File: src/rtl/ula_mc_if.sv
// Handshake and data bundle between an ALU requester (master) and ula_mc (slave).
// The master drives the request and the operands. The slave returns status and the registered result.
interface ula_mc_if #(
  parameter int WIDTH = 64
);
  logic             start;
  logic [2:0]       op;
  logic             sign;
  logic [WIDTH-1:0] a;
  logic [WIDTH-1:0] b;
  logic             busy;
  logic             done;
  logic [WIDTH-1:0] result;
  logic             v;
  logic             dz;

  modport master (
    output start, op, sign, a, b,
    input  busy, done, result, v, dz
  );

  modport slave (
    input  start, op, sign, a, b,
    output busy, done, result, v, dz
  );
endinterface

File: src/rtl/ula_mc.sv
// Multi-cycle ALU: 1-cycle SUB/ADD/EQU/SLT, WIDTH-iteration shift-add MUL and restoring DIV/REM.
// Define ULA_MC_DIV_EN to build the divider; without it DIV/REM complete as the reserved opcode.
module ula_mc #(
  parameter int WIDTH = 64,
  parameter int CNT_W = 7
) (
  input logic    clock,
  input logic    reset,
  ula_mc_if.slave bus
);

  typedef enum logic [1:0] {IDLE, CALC, DONE} state_t;

  localparam logic [2:0] OP_SUB = 3'b000;
  localparam logic [2:0] OP_ADD = 3'b001;
  localparam logic [2:0] OP_EQU = 3'b010;
  localparam logic [2:0] OP_SLT = 3'b011;
  localparam logic [2:0] OP_MUL = 3'b100;
  localparam logic [2:0] OP_DIV = 3'b101;
  localparam logic [2:0] OP_REM = 3'b110;

  localparam logic [WIDTH-1:0] ONE      = {{(WIDTH-1){1'b0}}, 1'b1};
  localparam logic [CNT_W-1:0] CNT_ONE  = {{(CNT_W-1){1'b0}}, 1'b1};
  localparam logic [CNT_W-1:0] CNT_LAST = CNT_W'(WIDTH - 1);

  state_t           state;
  logic [WIDTH-1:0] a_r;
  logic [WIDTH-1:0] b_r;
  logic [2:0]       op_r;
  logic             sign_r;
  logic [CNT_W-1:0] cnt;
  // hi/lo hold the product (MUL) or remainder/quotient (DIV/REM) while iterating.
  logic [WIDTH-1:0] hi;
  logic [WIDTH-1:0] lo;

  logic             multi_op;
  logic [WIDTH-1:0] addsub_b;
  logic [WIDTH-1:0] addsub_res;
  logic             addsub_v;
  logic             lt;
  logic [WIDTH:0]   mul_sum;
  logic [WIDTH-1:0] res_n;
  logic             v_n;
  logic             dz_n;
`ifdef ULA_MC_DIV_EN
  logic [WIDTH:0]   div_trial;
`endif

  // Only the iterative ops with usable operands go through CALC.
  always_comb begin
    multi_op = (bus.op == OP_MUL);
`ifdef ULA_MC_DIV_EN
    if ((bus.op == OP_DIV || bus.op == OP_REM) && bus.b != '0)
      multi_op = 1'b1;
`endif
  end

  always_comb begin
    addsub_b   = (op_r == OP_SUB) ? (~b_r + ONE) : b_r;
    addsub_res = a_r + addsub_b;
    addsub_v   = (a_r[WIDTH-1] == addsub_b[WIDTH-1]) &&
                 (addsub_res[WIDTH-1] != a_r[WIDTH-1]);
    lt         = sign_r ? ($signed(a_r) < $signed(b_r)) : (a_r < b_r);
    mul_sum    = {1'b0, hi} + (lo[0] ? {1'b0, a_r} : {(WIDTH+1){1'b0}});
  end

`ifdef ULA_MC_DIV_EN
  // A set top bit means the trial subtraction borrowed, so the partial remainder is kept.
  assign div_trial = {hi, lo[WIDTH-1]} - {1'b0, b_r};
`endif

  always_comb begin
    // NOTE: every signal written here gets a default first, so no latch can be inferred.
    res_n = '0;
    v_n   = 1'b0;
    dz_n  = 1'b0;
    case (op_r)
      OP_SUB, OP_ADD: begin
        res_n = addsub_res;
        v_n   = addsub_v;
      end
      OP_EQU: res_n = {{(WIDTH-1){1'b0}}, (a_r == b_r)};
      OP_SLT: res_n = {{(WIDTH-1){1'b0}}, lt};
      OP_MUL: begin
        res_n = lo;
        v_n   = |hi;
      end
`ifdef ULA_MC_DIV_EN
      OP_DIV: begin
        dz_n  = (b_r == '0);
        res_n = dz_n ? '1 : lo;
      end
      OP_REM: begin
        dz_n  = (b_r == '0);
        res_n = dz_n ? a_r : hi;
      end
`endif
      default: ;
    endcase
  end

  // NOTE: sequential state uses non-blocking assignments only, so every register samples pre-edge values.
  always_ff @(posedge clock or posedge reset) begin
    // NOTE: every register is plain flop state (no RAM), so all of it is cleared on reset.
    if (reset) begin
      state      <= IDLE;
      a_r        <= '0;
      b_r        <= '0;
      op_r       <= '0;
      sign_r     <= 1'b0;
      cnt        <= '0;
      hi         <= '0;
      lo         <= '0;
      bus.busy   <= 1'b0;
      bus.done   <= 1'b0;
      bus.result <= '0;
      bus.v      <= 1'b0;
      bus.dz     <= 1'b0;
    end else begin
      bus.done <= 1'b0;
      case (state)
        IDLE: begin
          if (bus.start) begin
            a_r      <= bus.a;
            b_r      <= bus.b;
            op_r     <= bus.op;
            sign_r   <= bus.sign;
            cnt      <= '0;
            hi       <= '0;
            lo       <= (bus.op == OP_MUL) ? bus.b : bus.a;
            bus.busy <= 1'b1;
            state    <= multi_op ? CALC : DONE;
          end
        end
        CALC: begin
          if (op_r == OP_MUL) begin
            hi <= mul_sum[WIDTH:1];
            lo <= {mul_sum[0], lo[WIDTH-1:1]};
          end
`ifdef ULA_MC_DIV_EN
          else if (!div_trial[WIDTH]) begin
            hi <= div_trial[WIDTH-1:0];
            lo <= {lo[WIDTH-2:0], 1'b1};
          end else begin
            hi <= {hi[WIDTH-2:0], lo[WIDTH-1]};
            lo <= {lo[WIDTH-2:0], 1'b0};
          end
`endif
          cnt <= cnt + CNT_ONE;
          if (cnt == CNT_LAST)
            state <= DONE;
        end
        DONE: begin
          bus.done   <= 1'b1;
          bus.busy   <= 1'b0;
          bus.result <= res_n;
          bus.v      <= v_n;
          bus.dz     <= dz_n;
          state      <= IDLE;
        end
        default: begin
          bus.busy <= 1'b0;
          state    <= IDLE;
        end
      endcase
    end
  end

endmodule

File: src/flat_wrapper.sv
// flat-port wrapper written by rule: the top's interface ports become plain ports
module ula_mc_flat 
#(
  parameter int WIDTH = 64,
  parameter int CNT_W = 7
)
  (clock, reset, bus_start, bus_op, bus_sign, bus_a, bus_b, bus_busy, bus_done, bus_result, bus_v, bus_dz);
  ula_mc_if #(.WIDTH(WIDTH)) bus_i ();
  input logic clock;
  input logic reset;
  input wire logic [$bits(bus_i.start)-1:0] bus_start;
  input wire logic [$bits(bus_i.op)-1:0] bus_op;
  input wire logic [$bits(bus_i.sign)-1:0] bus_sign;
  input wire logic [$bits(bus_i.a)-1:0] bus_a;
  input wire logic [$bits(bus_i.b)-1:0] bus_b;
  output wire logic [$bits(bus_i.busy)-1:0] bus_busy;
  output wire logic [$bits(bus_i.done)-1:0] bus_done;
  output wire logic [$bits(bus_i.result)-1:0] bus_result;
  output wire logic [$bits(bus_i.v)-1:0] bus_v;
  output wire logic [$bits(bus_i.dz)-1:0] bus_dz;
  assign bus_i.start = bus_start;
  assign bus_i.op = bus_op;
  assign bus_i.sign = bus_sign;
  assign bus_i.a = bus_a;
  assign bus_i.b = bus_b;
  assign bus_busy = bus_i.busy;
  assign bus_done = bus_i.done;
  assign bus_result = bus_i.result;
  assign bus_v = bus_i.v;
  assign bus_dz = bus_i.dz;
  ula_mc #(.WIDTH(WIDTH), .CNT_W(CNT_W)) u_core (.clock(clock), .reset(reset), .bus(bus_i));
endmodule
File: config.mk
export PLATFORM = sky130hd
export DESIGN_NAME = ula_mc_flat
export DESIGN_NICKNAME = d
export VERILOG_FILES = /design/src/rtl/ula_mc_if.sv /design/src/rtl/ula_mc.sv /design/src/flat_wrapper.sv
export SDC_FILE = /design/constraint.sdc
export NUM_CORES = 1
export LEC_CHECK = 0
export ABC_CLOCK_PERIOD_IN_PS = 9730
export CORE_ASPECT_RATIO = 1.4
export CORE_MARGIN = 8
export CORE_UTILIZATION = 53
export CTS_CLUSTER_DIAMETER = 120
export DETAILED_ROUTE_END_ITERATION = 8
export HOLD_SLACK_MARGIN = 0.06
export MAX_ROUTING_LAYER = met4
export PLACE_DENSITY = 0.77
export SYNTH_ARGS = -nofsm -noshare
export SYNTH_HDL_FRONTEND = slang
export SYNTH_SLANG_ARGS = --single-unit
File: constraint.sdc
create_clock -name clock -period 9.73 [get_ports clock]
set_clock_uncertainty 0.2 [all_clocks]
set_input_delay 0.973 -clock clock [delete_from_list [all_inputs] [get_ports clock]]
set_output_delay 0.973 -clock clock [all_outputs]
set_load 0.02 [all_outputs]
==> results of run 1 <==
area by class of cell:
class	count	area (um^2)	share of cell area [%]
Antenna cell	2	5.00	0.0178
Clock buffer	52	1090	3.89
Clock inverter	16	275	0.977
Inverter	104	394	1.40
Multi-Input combinational cell	2370	15000	53.3
Sequential cell	336	8410	29.8
Tap cell	617	772	2.74
Timing Repair Buffer	224	2210	7.84
worst min path at each step:
stage / slack, ns / end / cells past startpoint / from
global placement: 0.26 / u_core.bus.result[9] / 2 / u_core.bus.result[9]
floorplan: 0.25 / u_core.cnt[6] / 1 / u_core.cnt[6]
finish: 0.28 / u_core.bus.result[9] / 2 / u_core.bus.result[9]
global route: 0.31 / u_core.cnt[6] / 1 / u_core.cnt[6]
CTS: 0.28 / u_core.bus.result[9] / 2 / u_core.bus.result[9]
detailed placement: 0.27 / u_core.bus.result[9] / 2 / u_core.bus.result[9]
power breakdown:
part	switching (uW)	internal, uW	total (uW)
Combinational	1030	696	1730
Clock	641	976	1620
Sequential	249	1640	1890
Total	1920	3310	5230
metrics by stage:
step / total power (uW) / cells
2_1_floorplan: 3080 / 2974
3_3_place_gp: 3570 / 3651
3_5_place_dp: 3610 / 3651
4_1_cts: 5230 / 3719
5_1_grt: 5510 / 3720
6_report: 5230 / 3721
per-layer routing:
metal / part of all wire, % / up-vias
met3: 4.2 / 203
met4: 4.9 / 0
li1: - / 10748
met2: 53 / 705
met5: 0 / -
met1: 38 / 10899
registers in the layout, summed over array words and instances, names as in the netlist, 2 cells and up:
register	cells
u_core.cnt	7
u_core.op_r	3
u_core.a_r	64
u_core.lo	64
u_core.bus.result	64
u_core.hi	64
u_core.state	2
u_core.b_r	64
cells by family (layout without fill, tap and decap cells):
kind of cell / count (synthesis) / after routing / share of synthesized area, %
AOI/OAI and AO/OA: 929 / 929 / 23.1
buffers and inverters: 268 / 396 / 4.18
adders and majority gates: 199 / 199 / 10.3
and+or+nand+nor: 992 / 992 / 18.7
xor gates and xnor gates: 182 / 182 / 6.56
muxes: 67 / 67 / 2.75
other: 1 / 3 / 0.0154
DFF: 336 / 336 / 34.5
cell usage after synthesis (4+ instances only):
library cell    n
o31ai_2         4
and3_1         19
ha_1          197
or2_2           7
a2111oi_0       4
a41oi_1         6
o21bai_1       31
o31ai_1        23
or3_1           8
dfrtp_1       336
or4_1           8
buf_1           9
o21a_1         12
a211oi_1       12
nor3_1         31
clkbuf_1      148
a21oi_1       234
a22oi_1        61
a211o_1         4
a21o_1         88
mux2i_1        67
nand2_1       488
nand2b_1       20
o21ai_1         9
nand4_1        56
nor2_1        149
a31oi_1        33
nand3_1        69
o21ai_0       350
o211ai_1        8
o41ai_1         4
buf_2           5
xnor2_1       139
a311oi_1        5
inv_1         104
and2_1         71
xor2_1         42
nor4_1         23
nor2b_1        21
worst min-delay path, stage by stage, from the launching register on:
cell     delay [ns]
dfrtp_1        0.34
nand2_1        0.04
o21ai_0        0.06
==> flow_summary_export.csv, run 1 <==
group,metric,value,unit
route,final_antenna_net_count,0,
worst_setup_path,reg2reg_slack,3.47,ns
timing,worst_slew_pin_slew,1.01,ns
global_route,grtUsageTotal,31.9,%
timing,setup_viol,0,
worst_setup_path,r2r_cells,20,
global_route,grt_util_met2,57.9,%
clock_network,cts_root_buf,"clkbuf_16",
worst_setup_path,r2r-end,"u_core.bus.v",
worst_setup_path,crit_cells,20,
worst_setup_path,r2r_start,"u_core.b_r[14]",
floorplanning,fp.dieW,197,um
route,viasPerCell,6.06,
clock_network,htreeDepth,2,
pwr,powerDensity,186,mW/mm^2
clock_network,clk_path_buf_depth,3,
timing,holdWs,0.278,ns
pwr,p_leak,0.0128,uW
global_route,grt_pass1_wl,130000,um
worst_setup_path,worstSetupEndpointType,"flop",
worst_setup_path,path_delay_family,"simple AND/OR/NAND/NOR gates",
place,dpl_cell_area,0.0268,mm^2
worst_setup_path,crit_required,10.02,ns
timing,hold_viol_final,0,
worst_setup_path,crit_slowest_cell,"or4_1",
timing,setup_slack,3.47,ns
timing,fmax,0.160,GHz
global_route,grt_max_degree,203,
yosys,netlist-cell-type-count,83,
floorplanning,die-area,0.0533,mm^2
floorplanning,start_util,53.4,%
finish,area_growth,15.5,%
finish,drive_gt1_share,4.26,%
yosys,ys_ff_latch,336,
global_route,grt_pass1_vias,22802,
run_status,status,"finished, final reports clean",
route,drc,0,
clock_network,post_cts_buffers,0,
timing,slew_headroom,32.3,%
yosys,netlist_area,0.0244,mm^2
worst_setup_path,max_stage_delay,0.61,ns
yosys,ys_seq_area_share,34.5,%
min_path,hold_class,"flop to flop",
global_route,globalRouteOverflowTotal,0,
floorplanning,rows,93,
timing,min_period,6.26,ns
finish,final_util,61.6,%
clock_network,cts_tree,"done",
floorplanning,die_y,270,um
worst_setup_path,cp_max_fo,8,
yosys,post-synth-top-area-fraction,34.5,%
pwr,vdd.ir_drop.worst,0.153,mV
clock_network,holdBufCountCts,0,
global_route,grtUsageMet3,3.47,%
finish,mostFrequentLayoutCells,"487 x nand2_1, 350 x o21ai_0, 335 x dfrtp_1",
yosys,synthCells,2974,
timing,finalSetupTns,0,ns
route,routed_wirelength,83800,um
place,dp_slack,3.55,ns
worst_setup_path,critical_path_class,"flop to flop",
route,wl_per_cell,22.5,um
clock_network,cts_sinks,336,
yosys,synth_edf_count,0,
place,port_buffers,201,
yosys,synth_top_area_cell,"dfrtp_1",
clock_network,cts.clk_slew.worst_paths,0.06,ns
place,hpwl,63200,um
floorplanning,io_pins,203,
timing,rsz0062_at_grt,"no",
worst_setup_path,start_kind,"flop",
yosys,syn-num-nets,3308,
clock_network,numCtsBuffers,38,
floorplanning,core_region_area,0.0457,mm^2
worst_setup_path,critPathBufInv,0,
place,routabilityCongestion,0.948,
global_route,antenna_found_initial,2,
yosys,ys_top_cells_by_area,"dfrtp_1 34%, ha_1 10%, nand2_1 7.5%",
yosys,ys.flop_type,"dfrtp_1",
finish,num-fill-cells,4118,
global_route,met1_usage,34.5,%
worst_setup_path,cp_cell_sequence,"or4_1 > or4_4 > nor2_4 > and3_1 > nand2_2 > or2_1 > nor2_2 > nand2_1 > o31ai_2 > xnor2_1 > ha_1 > a21oi_1 > o21ai_0 > a2111oi_1 > o31ai_1 > a211oi_1 > o21ai_1 > a21o_1 > or4b_1 > nand3_1",
clock_network,clk_latency,0.58,ns
global_route,gr-max-usage-layer,"met2",
route,drt-pass1-iter-count,5,
finish,final_area,0.0282,mm^2
yosys,async_flop_share,100,%
route,via_count,22555,
clock_network,cts.repair.resized,0,
worst_setup_path,crit_start,"u_core.b_r[14]",
timing,min_period_over_period,64.3,%
worst_setup_path,arrival,6.55,ns
finish,layout_commonest_cell,"nand2_1",
run,drv_cap,0,
yosys,synth.avg_cell_area,8.21,um^2
finish,final_nets,3408,
timing,final_max_slew_viol_count,0,
route,drt_iter0_drc,1517,
yosys,yosys_warnings,0,
worst_setup_path,endpoint,"u_core.bus.v",
No activity file was read; power rests on OpenSTA's default activity.
==> inputs of run 2 (changes only) <==
--- a/config.mk
+++ b/config.mk
@@ -5,7 +5,7 @@
 export SDC_FILE = /design/constraint.sdc
 export NUM_CORES = 1
 export LEC_CHECK = 0
-export ABC_CLOCK_PERIOD_IN_PS = 9730
+export ABC_CLOCK_PERIOD_IN_PS = 5300
 export CORE_ASPECT_RATIO = 1.4
 export CORE_MARGIN = 8
 export CORE_UTILIZATION = 53
==> constraint.sdc (replaced) <==
create_clock -name clock -period 5.3 [get_ports clock]
set_clock_uncertainty 0.2 [all_clocks]
set_input_delay 0.53 -clock clock [delete_from_list [all_inputs] [get_ports clock]]
set_output_delay 0.53 -clock clock [all_outputs]
set_load 0.02 [all_outputs]
==> flow_summary_export.csv, run 2 (synthesis gave the netlist of run 1 again) <==
group,metric,value,unit
place,routabilityCongestion,0.987,
timing,setup_slack,0.122,ns
run_status,status,"finished, final reports clean",
worst_setup_path,worstSetupEndpointType,"flop",
worst_setup_path,start_kind,"flop",
global_route,globalRouteOverflowTotal,0,
finish,mostFrequentLayoutCells,"486 x nand2_1, 344 x o21ai_0, 336 x dfrtp_1",
place,dp_slack,-0.230,ns
global_route,grtUsageTotal,32.8,%
timing,rsz0062_at_grt,"yes",
finish,final_util,64.2,%
route,drc,0,
route,drt-pass1-iter-count,5,
clock_network,htreeDepth,2,
clock_network,clk_path_buf_depth,3,
worst_setup_path,cp_max_fo,3,
timing,slew_headroom,20.7,%
clock_network,clk_latency,0.56,ns
route,final_antenna_net_count,0,
global_route,antenna_found_initial,3,
worst_setup_path,endpoint,"u_core.bus.result[62]",
timing,fmax,0.193,GHz
timing,hold_viol_final,0,
worst_setup_path,r2r_cells,24,
route,drt_iter0_drc,1388,
floorplanning,die-area,0.0533,mm^2
clock_network,cts_sinks,336,
route,routed_wirelength,86600,um
floorplanning,die_y,270,um
pwr,p_leak,0.0135,uW
finish,final_nets,3552,
clock_network,cts.clk_slew.worst_paths,0.06,ns
global_route,grt_pass1_wl,134000,um
finish,layout_commonest_cell,"nand2_1",
floorplanning,fp.dieW,197,um
place,hpwl,65600,um
floorplanning,start_util,53.4,%
pwr,powerDensity,325,mW/mm^2
worst_setup_path,reg2reg_slack,0.12,ns
clock_network,cts_root_buf,"clkbuf_16",
run,drv_cap,0,
worst_setup_path,critical_path_class,"flop to flop",
worst_setup_path,r2r-end,"u_core.bus.result[62]",
worst_setup_path,crit_start,"u_core.b_r[12]",
min_path,holdPathStages,2,
timing,setup_viol,0,
timing,min_period_over_period,97.7,%
clock_network,numCtsBuffers,36,
timing,final_max_slew_viol_count,0,
worst_setup_path,r2r_start,"u_core.b_r[12]",
floorplanning,io_pins,203,
route,via_count,23448,
route,wl_per_cell,22.4,um
timing,worst_slew_pin_slew,1.19,ns
place,port_buffers,201,
timing,min_period,5.18,ns
finish,drive_gt1_share,9.16,%
route,viasPerCell,6.07,
worst_setup_path,arrival,5.40,ns
floorplanning,rows,93,
worst_setup_path,crit_required,5.52,ns
floorplanning,core_region_area,0.0457,mm^2
pwr,vdd.ir_drop.worst,0.258,mV
finish,area_growth,20.4,%
min_path,hold_class,"flop to flop",
global_route,grt_pass1_vias,23781,
global_route,grt_max_degree,202,
clock_network,cts_tree,"done",
## run 2: changes by cell type in the layout (fill, tap and decap cells not counted), moves of 4 or more
cell and delta:
buf_4 +135, a21oi_1 -9, a21oi_2 +9, o21ai_0 -6, buf_6 +4, clkinvlp_4 -4
buf_12 +7
## run 2: stage by stage
step                      cells  total power (uW)  TNS (ns)  area [um^2]  hold slack [ns]
after floorplan            2974              5650         0        24400            0.253
after global placement     3789              6740    -0.211        27900            0.262
after detailed placement   3789              6830    -0.338        27900            0.273
after CTS                  3852              9520         0        29200            0.287
after global routing       3861             10100   -0.0620        29400            0.307
final                      3861              9550         0        29400            0.280
## run 2: power by group
| part | internal (uW) | switching, uW |
|---|---|---|
| combinational | 1450 | 1970 |
| sequential | 3000 | 471 |
| clock | 1540 | 1110 |
## run 2: worst min-delay path by stage
| stage | startpoint | end | slack (ns) |
|---|---|---|---|
| 2_1_floorplan | u_core.cnt[6] | u_core.cnt[6] | 0.25 |
| 3_3_place_gp | u_core.bus.result[10] | u_core.bus.result[10] | 0.26 |
| 3_5_place_dp | u_core.bus.result[17] | u_core.bus.result[17] | 0.27 |
| 4_1_cts | u_core.bus.result[21] | u_core.bus.result[21] | 0.29 |
| 5_1_grt | u_core.bus.result[2] | u_core.bus.result[2] | 0.31 |
| 6_report | u_core.bus.result[21] | u_core.bus.result[21] | 0.28 |
## run 2: what timing repair did
action                     CTS  global route
gates resized for setup     12            33
setup endpoints to repair    9            18
hold endpoints to repair     0             0
setup buffers                2             6
pin swaps                    6            28
hold buffers                 0             0
## run 2: worst max-delay path, cell delays in order (launching register included)
cell and delay [ns]:
dfrtp_1 0.38, or4_4 0.56, or4_4 0.48, buf_6 0.15, nor2_4 0.09, and3_4 0.21
nand2_2 0.07, buf_4 0.15, nor3_4 0.18, buf_6 0.15, nand2_1 0.08, o41ai_2 0.39
xnor2_1 0.13, ha_1 0.34, a21o_1 0.19, a21o_1 0.17, a21oi_1 0.17, nor2b_1 0.07
o21ai_0 0.17, a21boi_0 0.11, o21ai_0 0.14, nor2b_1 0.15, o31ai_1 0.10, xnor2_1 0.16
o21ai_1 0.07
## run 2: area by class of cell
class	instances	area, um^2
Clock buffer	51	1030
Multi-Input combinational cell	2370	15200
Fill cell	3988	16400
Sequential cell	336	8410
Timing Repair Buffer	370	3410
Tap cell	617	772
Antenna cell	3	7.51
Clock inverter	10	156
Inverter	104	394
## run 2: per-layer routing
| layer | part of all wire (%) | track usage, % | routed length, um |
|---|---|---|---|
| met5 | 0 | - | 0 |
| met1 | 37 | 35.6 | 32300 |
| met4 | 5.4 | 16.5 | 4640 |
| met3 | 5.0 | 4.00 | 4330 |
| met2 | 52 | 58.0 | 45400 |
==> inputs of run 3 (changes only) <==
--- a/config.mk
+++ b/config.mk
@@ -14,6 +14,7 @@
 export HOLD_SLACK_MARGIN = 0.06
 export MAX_ROUTING_LAYER = met4
 export PLACE_DENSITY = 0.77
+export SLEW_MARGIN = 5
 export SYNTH_ARGS = -nofsm -noshare
 export SYNTH_HDL_FRONTEND = slang
 export SYNTH_SLANG_ARGS = --single-unit
==> results of run 3 <==
The final DEF is identical to that of run 2; final timing and power are the same.
